**src/rtl/blink_meter.sv**
```systemverilog
// Measures rise-to-rise period and high time of an asynchronous pulse input in clock cycles,
// publishing each result with a one-cycle strobe and tracking lock/timeout status.
module blink_meter #(
  parameter int unsigned CNT_W          = 32,
  parameter int unsigned TIMEOUT_CYCLES = 125_000_000
) (
  input  logic             clk,
  input  logic             rst_n,
  input  logic             sig_in,
  output logic [CNT_W-1:0] period,
  output logic [CNT_W-1:0] high_time,
  output logic             meas_valid,
  output logic             locked,
  output logic             timeout
);

  localparam logic [CNT_W-1:0] CntMax     = '1;
  localparam logic [CNT_W-1:0] CntOne     = CNT_W'(1);
  localparam logic [CNT_W-1:0] TimeoutVal = CNT_W'(TIMEOUT_CYCLES);

  typedef enum logic [1:0] {StIdle, StArmed, StTracking} state_e;

  state_e           state_q;
  logic             sync_q;
  logic             s_q;
  logic             s_d_q;
  logic             rise;
  logic [CNT_W-1:0] cnt_q;
  logic [CNT_W-1:0] hcnt_q;

  // Two-flop synchronizer followed by one delay stage for edge detection.
  always_ff @(posedge clk) begin
    if (!rst_n) begin
      sync_q <= 1'b0;
      s_q    <= 1'b0;
      s_d_q  <= 1'b0;
    end else begin
      sync_q <= sig_in;
      s_q    <= sync_q;
      s_d_q  <= s_q;
    end
  end

  assign rise = s_q & ~s_d_q;

  always_ff @(posedge clk) begin
    if (!rst_n) begin
      cnt_q  <= '0;
      hcnt_q <= '0;
    end else if (rise) begin
      cnt_q  <= CntOne;
      hcnt_q <= CntOne;
    end else begin
      if (cnt_q != CntMax) begin
        cnt_q <= cnt_q + CntOne;
      end
      if (s_q && (hcnt_q != CntMax)) begin
        hcnt_q <= hcnt_q + CntOne;
      end
    end
  end

  // A rise always takes priority over the timeout compare.
  always_ff @(posedge clk) begin
    if (!rst_n) begin
      state_q    <= StIdle;
      period     <= '0;
      high_time  <= '0;
      meas_valid <= 1'b0;
      locked     <= 1'b0;
      timeout    <= 1'b0;
    end else begin
      meas_valid <= 1'b0;
      case (state_q)
        StIdle: begin
          if (rise) begin
            state_q <= StArmed;
          end
        end
        StArmed, StTracking: begin
          if (rise) begin
            state_q    <= StTracking;
            period     <= cnt_q;
            high_time  <= hcnt_q;
            meas_valid <= 1'b1;
            locked     <= 1'b1;
            timeout    <= 1'b0;
          end else if (cnt_q == TimeoutVal) begin
            state_q <= StIdle;
            locked  <= 1'b0;
            timeout <= 1'b1;
          end
        end
        default: state_q <= StIdle;
      endcase
    end
  end

endmodule

```
**config.mk**
```make
export PLATFORM = sky130hd
export DESIGN_NAME = blink_meter
export DESIGN_NICKNAME = d
export VERILOG_FILES = /design/src/rtl/blink_meter.sv
export SDC_FILE = /design/constraint.sdc
export NUM_CORES = 1
export LEC_CHECK = 0
export CAP_MARGIN = 30
export CORE_AREA = 2 2 123 95
export DETAILED_ROUTE_END_ITERATION = 10
export DIE_AREA = 0 0 125 97
export HOLD_SLACK_MARGIN = 0.08
export PLACE_DENSITY = 0.82
export SYNTH_ARGS = -nofsm -noshare
export SYNTH_HDL_FRONTEND = slang
export SYNTH_SLANG_ARGS = --single-unit
export TNS_END_PERCENT = 20
```
**constraint.sdc**
```tcl
create_clock -name clk -period 3.3 [get_ports clk]
set_clock_uncertainty 0.05 [all_clocks]
set_input_delay 0.495 -clock clk [delete_from_list [all_inputs] [get_ports clk]]
set_output_delay 0.495 -clock clk [all_outputs]
set_load 0.01 [all_outputs]
```
==> reports/metrics.yaml <==
cts:
  clk_path_buf_depth: 2
  clock_latency_ns: 0.42
  cts_resized: 0
  clkSlewWorstSetupHoldPaths_ns: 0.06
  htree_levels: 4
  clockRootBuffer: "clkbuf_16"
  cts_tree: "yes"
  cts_hold_buf: 0
  clock_sinks: 136
  cts_setup_buffers: 0
  cts_buffers: 17
logic_synthesis:
  ys_seq_area_share_pct: 45.16
  synthTopCellsByCount: "nand2_1, dfxtp_1, a21boi_0"
  muxShareOfSynthArea_pct: 0.3321
  async_flop_share_pct: 0
  synth_cell_types: 50
  synth_largest_area_cell: "dfxtp_1"
  netlist_instances: 736
  synth-compound-area-share_pct: 18.60
  yosys.area_share.xor_xnor_pct: 2.615
  synth_flop_cell: "dfxtp_1"
  yosys.area_share.simple_pct: 28.02
  avgSynthCellArea_sq_um: 8.191
  ys_top_cells_by_area: "dfxtp_1, nand2_1, a21boi_0"
  syn_area_sq_um: 6028
  synthDominantCellAreaShare_pct: 45.16
  synth_top_family_by_area: "simple AND/OR/NAND/NOR gates"
  syn_nets: 743
  synthAdderAreaFrac_pct: 0.8302
  synth_edf_count: 0
  ys_ff_latch: 136
  yosysMostFrequentCell: "nand2_1"
  yosysWarnings: 0
routing:
  drt-total-wl_mm: 15.47
  viasPerCell: 5.971
  drt-wirelength-per-cell_microns: 16.49
  drt_iter0_drc: 476
  drc: 0
  dr.pass1.iters: 5
  postRouteAntennaNets: 0
  vias: 5601
grt:
  grt_start_max_net_pins: 61
  grt_pass1_vias: 5294
  grt_pass1_wl_mm: 25.84
  grt_overflow: 0
  antenna_found_initial: 0
  track_usage_pct: 25.93
pwr:
  ir_drop_uv: 383.7
  p_leak_uw: 0.002363
  p_int_uw: 3182
  power_frac_seq_pct: 42.0
  p_clk_share_pct: 56.0
  p_sw_share_pct: 19.39
  pwr-share-comb_pct: 2.0
  netSwitchingPower_uw: 765.7
  powerDensity_nw_per_um2: 527.4
floorplanning:
  die_area_sq_um: 12130
  fp.coreArea_sq_um: 10820
  die_h_microns: 97
  io_pins: 70
  rows: 33
  die_w_microns: 125
  start_util_pct: 55.73
worst_setup_path:
  r2r_cells: 6
  worst_setup_path_start_kind: "flop"
  required_ns: 3.59
  critical_path_class: "flop to flop"
  critPathCaptureType: "flop"
  r2r_end: "hcnt_q[30]$_SDFFE_PP0P_"
  regToRegSetupSlack_ns: 0.39
  worstReg2RegStart: "hcnt_q[0]$_SDFFE_PN0P_"
  path_max_fanout: 8
  crit_start: "hcnt_q[0]$_SDFFE_PN0P_"
  crit_path_end: "hcnt_q[30]$_SDFFE_PP0P_"
  critPathArrivalTime_ns: 3.20
sta:
  period_share_pct: 88.09
  rsz0062_at_grt: "no"
  fmax_ghz: 0.3440
  tightestPinTransition_ns: 0.7988
  min_period_ns: 2.907
  fin_ws_ns: 0.3930
  fin_tns_setup_ns: 0
  slew_violations: 0
  relSlewSlack_pct: 45.37
  hold_viol: 0
  setup_viol: 0
finish:
  utilization_pct: 69.20
  drive_above_1_share_pct: 7.018
  final_cell_area_sq_um: 7486
  diodes: 0
  syn_to_final_growth_pct: 24.18
  nets: 793
hold_path:
  min_path_type: "flop to flop"
placement:
  gp_congestion: 0.9664
  place_ws_ns: 0.4846
  place_hpwl_mm: 10.32
  placed_area_sq_um: 6797
  portBuffers: 69
run:
  drv_cap: 0
run_status:
  status: "complete, no violations"
==> cell usage in the layout, fill, tap and decap left out, types with 7 or more instances in the layout <==
| cell type | instances |
|---|---|
| bufinv_16 | 7 |
| a21oi_1 | 38 |
| clkbuf_16 | 17 |
| nand3_1 | 23 |
| buf_4 | 9 |
| o21ai_0 | 27 |
| nor3_1 | 8 |
| clkdlybuf4s50_1 | 68 |
| xnor2_1 | 17 |
| o31ai_1 | 9 |
| and2_1 | 8 |
| dfxtp_1 | 136 |
| inv_1 | 14 |
| nor4_1 | 12 |
| or3_1 | 27 |
| nor2_1 | 36 |
| a21boi_0 | 65 |
| and3_1 | 8 |
| or4_1 | 13 |
| nand4_1 | 25 |
| nand2_1 | 162 |
==> logic make-up after synthesis <==
kind of cell | Yosys count
adders and majority gates | 4
and+or+nand+nor | 344
xor gates and xnor gates | 18
buffers and inverters | 64
DFF | 136
AOI/OAI and AO/OA | 168
muxes | 2
==> state kept, by name, summed over array words and instances, names as in the netlist <==
| register | cells |
|---|---|
| hcnt_q | 32 |
| state_q | 2 |
| s_d_q | 1 |
| meas_valid | 1 |
| high_time | 32 |
| timeout | 1 |
| cnt_q | 32 |
| s_q | 1 |
| period | 32 |
| locked | 1 |
| sync_q | 1 |
==> power by group through the flow <==
stage / sequential [uW] / clock (uW) / combinational (uW)
3_5_place_dp: 1690 / 0 / 78.1
4_1_cts: 1660 / 2230 / 78.7
2_1_floorplan: 1690 / 0 / 61.5
5_1_grt: 1660 / 2300 / 86.7
6_report: 1660 / 2210 / 78.7
3_3_place_gp: 1690 / 0 / 74.2
==> metrics by stage <==
step                      hold WS, ns  power, uW  std cells
final                          0.4108       3948        938
after global routing           0.4321       4046        938
after CTS                      0.4139       3964        938
after detailed placement       0.3915       1772        907
after global placement         0.3947       1767        906
after floorplan                0.3619       1751        736
==> per-layer routing <==
metal | vias up | wire length (microns) | global-route usage, %
met5 | - | 0 | 0
met4 | 0 | 154 | 7.778
met3 | 21 | 1313 | 6.305
met2 | 272 | 7057 | 40.38
met1 | 2601 | 6942 | 35.79
li1 | 2707 | - | -
==> area by class of cell <==
cell class / count / area (sq um)
clock inverters: 13 / 250.2
multi-input cells: 536 / 3042
flip-flops and latches: 136 / 2723
inverters: 15 / 56.30
clock buffers: 18 / 439.2
repair buffers: 80 / 800.8
well taps: 140 / 175.2
fillers: 831 / 3332
==> worst min-delay path by stage <==
stage,start,endpoint,cells after the start
final,period[9]$_SDFFE_PN0P_,period[9]$_SDFFE_PN0P_,2
after global routing,period[9]$_SDFFE_PN0P_,period[9]$_SDFFE_PN0P_,2
after CTS,high_time[23]$_SDFFE_PN0P_,high_time[23]$_SDFFE_PN0P_,2
after detailed placement,sync_q$_SDFF_PN0_,s_q$_SDFF_PN0_,1
after global placement,sync_q$_SDFF_PN0_,s_q$_SDFF_PN0_,1
after floorplan,sync_q$_SDFF_PN0_,s_q$_SDFF_PN0_,1
==> worst max-delay path, cell delays in order, from the launching register on <==
cell,delay [ns]
dfxtp_1,0.46
ha_1,0.27
nand4_2,0.20
or4_1,0.67
or4_1,0.67
or3_1,0.35
a21oi_1,0.16
No activity file was read; power rests on OpenSTA's default activity.
